===== src/rtl/imem_loader_if.sv =====
// -----------------------------------------------------------------------------
// imem_loader_if
//   Byte-stream handshake into the instruction-memory loader.
//   A byte moves on a clock edge where in_valid and in_ready are both high.
//
//   in_valid : source -> loader, in_data holds a valid byte
//   in_data  : source -> loader, stream byte
//   in_ready : loader -> source, loader accepts a byte this cycle
//
//   modport master : byte source (e.g. UART receiver)
//   modport slave  : imem_loader
// -----------------------------------------------------------------------------
interface imem_loader_if;
  logic       in_valid;
  logic [7:0] in_data;
  logic       in_ready;

  modport master (
    output in_valid,
    output in_data,
    input  in_ready
  );

  modport slave (
    input  in_valid,
    input  in_data,
    output in_ready
  );
endinterface


===== src/rtl/imem_loader.sv =====
// -----------------------------------------------------------------------------
// imem_loader
//   Writer side of the instruction memory. Receives a program as a byte
//   stream, assembles little-endian 32-bit words and stores them sequentially
//   in an internal RAM. The core is held in reset until the whole program has
//   been loaded; it fetches through a combinational word-aligned read port.
//
//   Stream format: count[7:0], count[15:8], then count words of 4 bytes each,
//   least significant byte first. Valid counts are 1..DEPTH.
//
//   Ports:
//     clk          : clock
//     reset        : asynchronous, active-high reset
//     start        : single-cycle pulse, begins a load session
//     stream       : byte-stream handshake (imem_loader_if.slave)
//     core_reset   : high holds the core (PC register) in reset
//     done         : program loaded, core running
//     error        : malformed session, core held
//     words_loaded : words written in the current session
//     pc_addr      : core fetch byte address
//     instr        : instruction word at pc_addr (combinational)
//
//   Build option:
//     IMEM_LOADER_CHECKSUM_EN : when defined, one extra byte follows the last
//     data word and must equal the XOR of all data bytes; otherwise the
//     session ends in error.
// -----------------------------------------------------------------------------
module imem_loader #(
  parameter int unsigned DEPTH  = 64,
  parameter int unsigned ADDR_W = 6
) (
  input  logic          clk,
  input  logic          reset,
  input  logic          start,
  imem_loader_if.slave  stream,
  output logic          core_reset,
  output logic          done,
  output logic          error,
  output logic [15:0]   words_loaded,
  input  logic [31:0]   pc_addr,
  output logic [31:0]   instr
);

  typedef enum logic [2:0] {
    S_IDLE,
    S_HDR0,
    S_HDR1,
    S_DATA,
    S_DONE,
`ifdef IMEM_LOADER_CHECKSUM_EN
    S_CSUM,
`endif
    S_ERROR
  } state_t;

  state_t state, state_next;

  logic [15:0] count;
  logic [1:0]  byte_idx;
  logic [23:0] word_buf;     // bytes 0..2 of the word being assembled
  logic [31:0] mem [DEPTH];

  logic        accept;
  logic        last_byte;
  logic        word_we;
  logic        start_edge;
  logic [15:0] words_next;
  logic [15:0] hdr_count;
  logic        hdr_bad;

`ifdef IMEM_LOADER_CHECKSUM_EN
  logic [7:0]  csum;
`endif

  // ---------------------------------------------------------------------------
  // Handshake and datapath decode
  // ---------------------------------------------------------------------------
  assign accept     = stream.in_valid & stream.in_ready;
  assign last_byte  = (byte_idx == 2'd3);
  assign words_next = words_loaded + 16'd1;
  assign word_we    = (state == S_DATA) && accept && last_byte;

  // Full count is formed from the held low byte and the byte on the bus, so
  // the range check happens on the same edge that accepts the high byte.
  assign hdr_count  = {stream.in_data, count[7:0]};
  assign hdr_bad    = (hdr_count == 16'd0) || (32'(hdr_count) > DEPTH);

  // start only has an effect in the states that wait for a new session.
  assign start_edge = start &&
                      ((state == S_IDLE) || (state == S_DONE) || (state == S_ERROR));

  // ---------------------------------------------------------------------------
  // FSM state register
  // ---------------------------------------------------------------------------
  always_ff @(posedge clk or posedge reset) begin
    if (reset) begin
      state <= S_IDLE;
    end else begin
      state <= state_next;
    end
  end

  // ---------------------------------------------------------------------------
  // FSM next state and state-decoded outputs
  // ---------------------------------------------------------------------------
  always_comb begin
    state_next      = state;
    stream.in_ready = 1'b0;
    core_reset      = 1'b1;
    done            = 1'b0;
    error           = 1'b0;

    unique case (state)
      S_IDLE: begin
        if (start) state_next = S_HDR0;
      end

      S_HDR0: begin
        stream.in_ready = 1'b1;
        if (accept) state_next = S_HDR1;
      end

      S_HDR1: begin
        stream.in_ready = 1'b1;
        if (accept) state_next = hdr_bad ? S_ERROR : S_DATA;
      end

      S_DATA: begin
        stream.in_ready = 1'b1;
        if (word_we && (words_next == count)) begin
`ifdef IMEM_LOADER_CHECKSUM_EN
          state_next = S_CSUM;
`else
          state_next = S_DONE;
`endif
        end
      end

`ifdef IMEM_LOADER_CHECKSUM_EN
      S_CSUM: begin
        stream.in_ready = 1'b1;
        if (accept) state_next = (stream.in_data == csum) ? S_DONE : S_ERROR;
      end
`endif

      S_DONE: begin
        core_reset = 1'b0;
        done       = 1'b1;
        if (start) state_next = S_HDR0;
      end

      S_ERROR: begin
        error = 1'b1;
        if (start) state_next = S_HDR0;
      end

      default: state_next = S_IDLE;
    endcase
  end

  // ---------------------------------------------------------------------------
  // Session datapath: header count, word assembly, progress counter
  // ---------------------------------------------------------------------------
  always_ff @(posedge clk or posedge reset) begin
    if (reset) begin
      count        <= '0;
      words_loaded <= '0;
      byte_idx     <= '0;
      word_buf     <= '0;
`ifdef IMEM_LOADER_CHECKSUM_EN
      csum         <= '0;
`endif
    end else begin
      if (start_edge) begin
        words_loaded <= '0;
        byte_idx     <= '0;
`ifdef IMEM_LOADER_CHECKSUM_EN
        csum         <= '0;
`endif
      end

      if ((state == S_HDR0) && accept) begin
        count[7:0] <= stream.in_data;
      end

      if ((state == S_HDR1) && accept) begin
        count        <= hdr_count;
        words_loaded <= '0;
        byte_idx     <= '0;
      end

      if ((state == S_DATA) && accept) begin
        byte_idx <= byte_idx + 2'd1;   // wraps to 0 after the 4th byte
`ifdef IMEM_LOADER_CHECKSUM_EN
        csum     <= csum ^ stream.in_data;
`endif
        unique case (byte_idx)
          2'd0: word_buf[7:0]   <= stream.in_data;
          2'd1: word_buf[15:8]  <= stream.in_data;
          2'd2: word_buf[23:16] <= stream.in_data;
          2'd3: words_loaded    <= words_next;
          default: ;
        endcase
      end
    end
  end

  // ---------------------------------------------------------------------------
  // Instruction RAM: not reset, written on the edge accepting a word's 4th byte
  // ---------------------------------------------------------------------------
  always_ff @(posedge clk) begin
    if (word_we) begin
      mem[words_loaded[ADDR_W-1:0]] <= {stream.in_data, word_buf};
    end
  end

  // Word-aligned fetch; byte offset and upper address bits wrap away.
  assign instr = mem[pc_addr[ADDR_W+1:2]];

  logic unused_pc_bits;
  assign unused_pc_bits = ^{pc_addr[31:ADDR_W+2], pc_addr[1:0]};

endmodule


===== src/flat_wrapper.sv =====
// flat-port wrapper written by rule: the top's interface ports become plain ports
module imem_loader_flat 
#(
  parameter int unsigned DEPTH  = 64,
  parameter int unsigned ADDR_W = 6
)
  (clk, reset, start, core_reset, done, error, words_loaded, pc_addr, instr, stream_in_valid, stream_in_data, stream_in_ready);
  imem_loader_if stream_i ();
  input  logic clk;
  input  logic reset;
  input  logic start;
  output logic core_reset;
  output logic done;
  output logic error;
  output logic [15:0] words_loaded;
  input  logic [31:0] pc_addr;
  output logic [31:0] instr;
  input wire logic [$bits(stream_i.in_valid)-1:0] stream_in_valid;
  input wire logic [$bits(stream_i.in_data)-1:0] stream_in_data;
  output wire logic [$bits(stream_i.in_ready)-1:0] stream_in_ready;
  assign stream_i.in_valid = stream_in_valid;
  assign stream_i.in_data = stream_in_data;
  assign stream_in_ready = stream_i.in_ready;
  imem_loader #(.DEPTH(DEPTH), .ADDR_W(ADDR_W)) u_core (.clk(clk), .reset(reset), .start(start), .stream(stream_i), .core_reset(core_reset), .done(done), .error(error), .words_loaded(words_loaded), .pc_addr(pc_addr), .instr(instr));
endmodule

===== config.mk =====
export PLATFORM = sky130hd
export DESIGN_NAME = imem_loader_flat
export DESIGN_NICKNAME = d
export VERILOG_FILES = /design/src/rtl/imem_loader_if.sv /design/src/rtl/imem_loader.sv /design/src/flat_wrapper.sv
export SDC_FILE = /design/constraint.sdc
export NUM_CORES = 2
export LEC_CHECK = 0
export ABC_AREA = 1
export ABC_CLOCK_PERIOD_IN_PS = 6060
export CORE_ASPECT_RATIO = 0.6
export CORE_MARGIN = 2
export CORE_UTILIZATION = 32
export DETAILED_ROUTE_END_ITERATION = 6
export DONT_BUFFER_PORTS = 1
export GPL_TIMING_DRIVEN = 0
export REMOVE_ABC_BUFFERS = 1
export SYNTH_ARGS = -nofsm -noshare
export SYNTH_HDL_FRONTEND = slang
export SYNTH_SLANG_ARGS = --single-unit

===== constraint.sdc =====
create_clock -name clk -period 6.06 [get_ports clk]
set_input_delay 1.212 -clock clk [delete_from_list [all_inputs] [get_ports clk]]
set_output_delay 1.212 -clock clk [all_outputs]
set_load 0.01 [all_outputs]

Word level (Yosys, flattened, before mapping)

Memory sizes are Yosys's and may differ from the RTL's.
Cells that the tools add are included.
W data, S select, Z words.

Bits in registers: 61
Latch bits: 0
Memory bits (writable): 2048
Bits in read-only memories: 0
Input bits: 44
Output and inout port bits: 52
Logic and storage cells: 66
Memories kept: 1

Memories:

| name       | depth | width | read ports | clocked after memory_dff | write ports | RTL line          | RTL |
|---|---|---|---|---|---|---|---|
| u_core.mem | 64    | 32    | 1          | 0                        | 1           | imem_loader.sv:61 | `logic [31:0] mem [DEPTH];` |

Add/subtract/negate cells: 2
Multiply operators: 0
Divide/modulo/power cells: 0
Order comparisons: 1
Equality and inequality tests: 13
Shift operators: 0
Mux-type cells: 19
Bitwise gates (word level): 2
Reduce and logical (&&, ||, !) cells: 20

Operators by type and width:

| cell                    | count |
|---|---|
| $mux W16                | 4 |
| $add A16 B1 Y16 const B | 1 |
| $eq A16 B16 Y1          | 1 |
| $gt A16 B7 Y1 const B   | 1 |
| $logic_not A16 Y1       | 1 |
| $mux W3                 | 5 |
| $pmux W3 S4             | 1 |
| $reduce_and A2 Y1       | 4 |
| $eq A3 B2 Y1 const B    | 2 |
| $eq A3 B3 Y1 const B    | 2 |
| $logic_and A1 B1 Y1     | 6 |
| $mux W1                 | 6 |
| $mux W2                 | 3 |
| $ne A2 B1 Y1 const B    | 3 |
| $reduce_or A3 Y1        | 2 |
| $eq A2 B2 Y1 const B    | 2 |
| $reduce_and A4 Y1       | 1 |
| $eq A3 B1 Y1 const B    | 1 |
| $logic_not A3 Y1        | 1 |
| $logic_or A1 B1 Y1      | 3 |
| $reduce_bool A3 Y1      | 1 |
| $add A2 B1 Y2 const B   | 1 |
| $eq A2 B1 Y1 const B    | 1 |
| $logic_not A2 Y1        | 1 |
| 3 further kinds         | 3 |

Depth between registers and ports, before layout

Depth in word-level cells: 9
Gate-level depth with buffers: 16
Depth with buffers taken out: 16

Worst setup path after synthesis

No wires, ideal clock.

Kind: in2reg
From: input port stream_in_valid
To: memory u_core.mem[31][0], enable pin
Library setup time: 0.502 ns
Data arrival time: 4.913 ns
Required time: 5.558 ns
Slack: 0.646 ns
Stages: 6
Path buffers: 2
Path through: nand3_1 -> nor2_1 -> buf_2 -> inv_1 -> clkbuf_1 -> nor4_1

Word-level cells in the longest chain between the ends: 5

Ends and longest elaborated chain:

| item                              | RTL line           | RTL |
|---|---|---|
| from (decl)                       | flat_wrapper.sv:18 | `input wire logic [$bits(stream_i.in_valid)-1:0] stream_in_valid;` |
| $and A1 B1 Y1                     | imem_loader.sv:78  | `assign accept = stream.in_valid & stream.in_ready;` |
| $logic_and A1 B1 Y1 (2 in series) | imem_loader.sv:81  | `assign word_we = (state == S_DATA) && accept && last_byte;` |
| $mux W1                           | imem_loader.sv:212 | `if (word_we) begin` |
| $mux W1 (not written as such)     | imem_loader.sv:213 | `mem[words_loaded[ADDR_W-1:0]] <= {stream.in_data, word_buf};` |
| to (decl)                         | imem_loader.sv:61  |  |

No other way between the ends.

Worst setup path after layout

From: input port pc_addr[2]
To: output port instr[30]

Word-level cells in the longest chain between the ends: 1

Ends and longest elaborated chain:

| item            | RTL line           | RTL |
|---|---|---|
| from (decl)     | flat_wrapper.sv:16 | `input logic [31:0] pc_addr;` |
| $mem_v2 Z64 W32 | n/a                |  |
| to (decl)       | flat_wrapper.sv:17 | `output logic [31:0] instr;` |

No other way between the ends.

==> impl_metrics.json <==
{
  "clock-sinks": 2109,
  "crit_top_cell": "buf_16",
  "setup_violations": 0,
  "p_clk_frac": 0.367,
  "multiInputGateArea_um2": 18800,
  "final_area_um2": 95700,
  "p_int_mw": 23.8,
  "die_w_um": 665,
  "syn_area_um2": 83800,
  "cap_violations": 0,
  "track_usage": 0.191,
  "async_flop_share": 0.0289,
  "synth_top_area_cell": "edfxtp_1",
  "grt_pass1_wl_um": 375000,
  "synth_most_common_cell": "edfxtp_1",
  "dpl_cell_area_um2": 89700,
  "drv_slew": 336,
  "hold_viol_final": 0,
  "coreArea_um2": 260000,
  "ant_nets": 0,
  "drt_iter0_markers": 8507,
  "cp_cell_sequence": "inv_16, buf_16, buf_16, buf_16, o21ai_0, o22ai_1, nand2_1, nand3_1, nand3_1, a21oi_2, or2_1",
  "grt_pass1_vias": 52537,
  "switchingPower_mw": 7.38,
  "die_y_um": 400,
  "drc": 1,
  "synth_largest_type_area_fraction": 0.734,
  "nFillCells": 24223,
  "seqCellArea_um2": 63100,
  "grt_max_degree": 1026,
  "syn_inst": 6574,
  "yosysUniqueCellTypes": 36,
  "netlist_top_cells_count": "edfxtp_1 (2048), nor2_1 (1133), o21ai_0 (1075)",
  "start_util": 0.322,
  "fin_setup_tns_ns": 0,
  "synth-edff-count": 2048,
  "post_cts_buffers": 0,
  "nets": 6519,
  "fmax_mhz": 169,
  "synth_area_leaders": "edfxtp_1 (73%), o21ai_0 (6.4%), nor2_1 (5.1%), o22ai_1 (3.9%), nand2_1 (2.9%)",
  "cts_buffer_depth": 4,
  "via_per_inst": 5.60,
  "holdCritPathClass": "in -> async",
  "switching_share": 0.237,
  "numCtsBuffers": 184,
  "die-area_um2": 266000,
  "hold_buffers": 0,
  "critPathSlowestCell": "a21oi_2",
  "tightest_slew_ns": 2.55,
  "slew_headroom": -0.699,
  "synth.avg_cell_area_um2": 12.7,
  "period_share": 0.977,
  "clock_skew_ns": 0.0541,
  "io_pins": 96,
  "worstSetupPathType": "in -> out",
  "clockRootBuffer": "clkbuf_16",
  "min_period_ns": 5.92,
  "drt-total-wl_um": 270000,
  "clkLatencyLatePin_ns": 0.85,
  "synthFlopType": "edfxtp_1",
  "yosysSeqAreaShare": 0.752,
  "slowest_delay_ns": 0.48,
  "cp-end-kind": "primary output",
  "critPathMaxFanout": 122,
  "worst_ep_arrival_time_ns": 4.71,
  "rsz0062_at_grt": "no",
  "area_growth_pct": 14.2,
  "critPathLaunchType": "input pin",
  "wl_per_cell_um": 26.8,
  "ir_drop_mv": 0.248,
  "outcome": "complete, but fails checks",
  "yosysWarnings": 0,
  "dr.pass1.iters": 7,
  "seq_power_share": 0.554,
  "vias": 56319,
  "antenna_found_initial": 4,
  "p_leak_nw": 30.4,
  "gr-total-overflow": 0,
  "layout-drive-gt1-share": 0.0789,
  "ys_seq_elements": 2109,
  "dpl.hpwl_um": 142000,
  "tritoncts": "yes",
  "htree_levels": 4,
  "clkTransAtPathRegs_ns": 0.07,
  "gp_congestion": 0.788,
  "row_count": 145,
  "required_ns": 4.85,
  "powerDensity_nw_per_um2": 325,
  "violations": "design-rule violations, max-slew violations",
  "pwr-share-comb": 0.079,
  "portBuffers": 0
}
==> per-stage QoR <==
| stage | hold slack [ns] | setup WS, ns | util | power (mW) | cells |
|---|---|---|---|---|---|
| 2_1_floorplan | 0.475 | -1.73 | - | 18.8 | 6114 |
| 3_3_place_gp | 0.499 | -7.86 | 0.330 | 19.7 | 9568 |
| 3_5_place_dp | 0.521 | -0.999 | 0.344 | 19.8 | 9723 |
| 4_1_cts | 0.286 | 0.0247 | 0.366 | 31.0 | 10045 |
| 5_1_grt | 0.311 | 0.000132 | 0.368 | 32.1 | 10057 |
| 6_report | 0.308 | 0.137 | 0.368 | 31.1 | 10060 |
==> per-layer routing <==
layer / vias up / wire [um] / share of wire / track usage
met4: 2 / 9380 / 0.035 / 0.0609
met1: 28340 / 111000 / 0.41 / 0.273
met2: 3470 / 113000 / 0.42 / 0.276
met5: - / 13 / 0.000048 / 0
li1: 23983 / - / - / -
met3: 524 / 36200 / 0.13 / 0.0595
==> sequential cells by signal (all words and copies together) (netlist names) <==
register and flops:
u_core.byte_idx 2, u_core.words_loaded 16, u_core.mem 2048, u_core.word_buf 24
u_core.count 16, u_core.state 3
==> cell usage in the layout, fill, tap and decap left out, types with 8 or more instances in the layout <==
cell       netlist  final
edfxtp_1      2048   2048
nor2_1        1133   1069
or2_1           25     24
o21ai_0       1075   1075
buf_16           0     37
dfrtp_2          0     24
nand4_1         12     12
dfrtp_1         61     37
nor2_4           1     64
o22ai_1        523    523
bufinv_16        0      9
nand2_1        647    647
o21ai_1         24     24
clkbuf_16        0    197
clkbuf_1       264     48
clkinv_2         0     28
inv_1           64     61
buf_12           0    114
buf_4           34      8
clkinv_1         0     32
a21oi_1         56     51
nand3_1        402    402
==> cell type report <==
class	count	area share
Antenna cell	3	0.0000784
Clock buffer	242	0.0520
Clock inverter	77	0.00622
Inverter	69	0.00314
Multi-Input combinational cell	3936	0.196
Sequential cell	2109	0.659
Tap cell	3454	0.0452
Timing Repair Buffer	170	0.0382
==> path summary, 6_finish.rpt <==
path                                         from                      end  cells past startpoint  slack, ns
worst max-delay path                   pc_addr[2]                instr[30]                     11       0.14
worst min-delay path                        reset  u_core.words_loaded[15]                      1       0.31
worst max register to register    u_core.state[2]       u_core.mem[19][28]                      7       1.47
min in group clk                stream_in_data[2]       u_core.mem[51][26]                      0       0.48
worst min register to register    u_core.state[1]          u_core.state[1]                      2       0.53
max in group asynchronous                   reset       u_core.word_buf[4]                      2       5.05
==> power by group through the flow <==
stage / Combinational [mW] / Sequential (mW) / Clock (mW)
after floorplan: 1.01 / 17.8 / 0
after global placement: 1.49 / 18.2 / 0
after global routing: 2.69 / 17.2 / 12.1
final: 2.46 / 17.2 / 11.4
after CTS: 2.28 / 17.2 / 11.5
after detailed placement: 2.26 / 17.5 / 0
==> timing repair <==
item | CTS | global route
gates resized for setup | 4 | 4
setup endpoints to repair | 12 | 21
cloned | 3 | 8
==> critical path: cells and delay by family <==
family                 cells  cell delay, ns
AO/OA/AOI/OAI              3            0.85
buffers and inverters      4            1.27
AND/OR/NAND/NOR            4            0.85
==> logic make-up after synthesis <==
family,Yosys count,synth area share
simple gates,2241,0.108
buf+inv,529,0.0297
compound gates,1688,0.109
flops,2109,0.752
xor+xnor,2,0.000209
fa+ha+maj,5,0.000747
(Power assumes the default switching activity.)
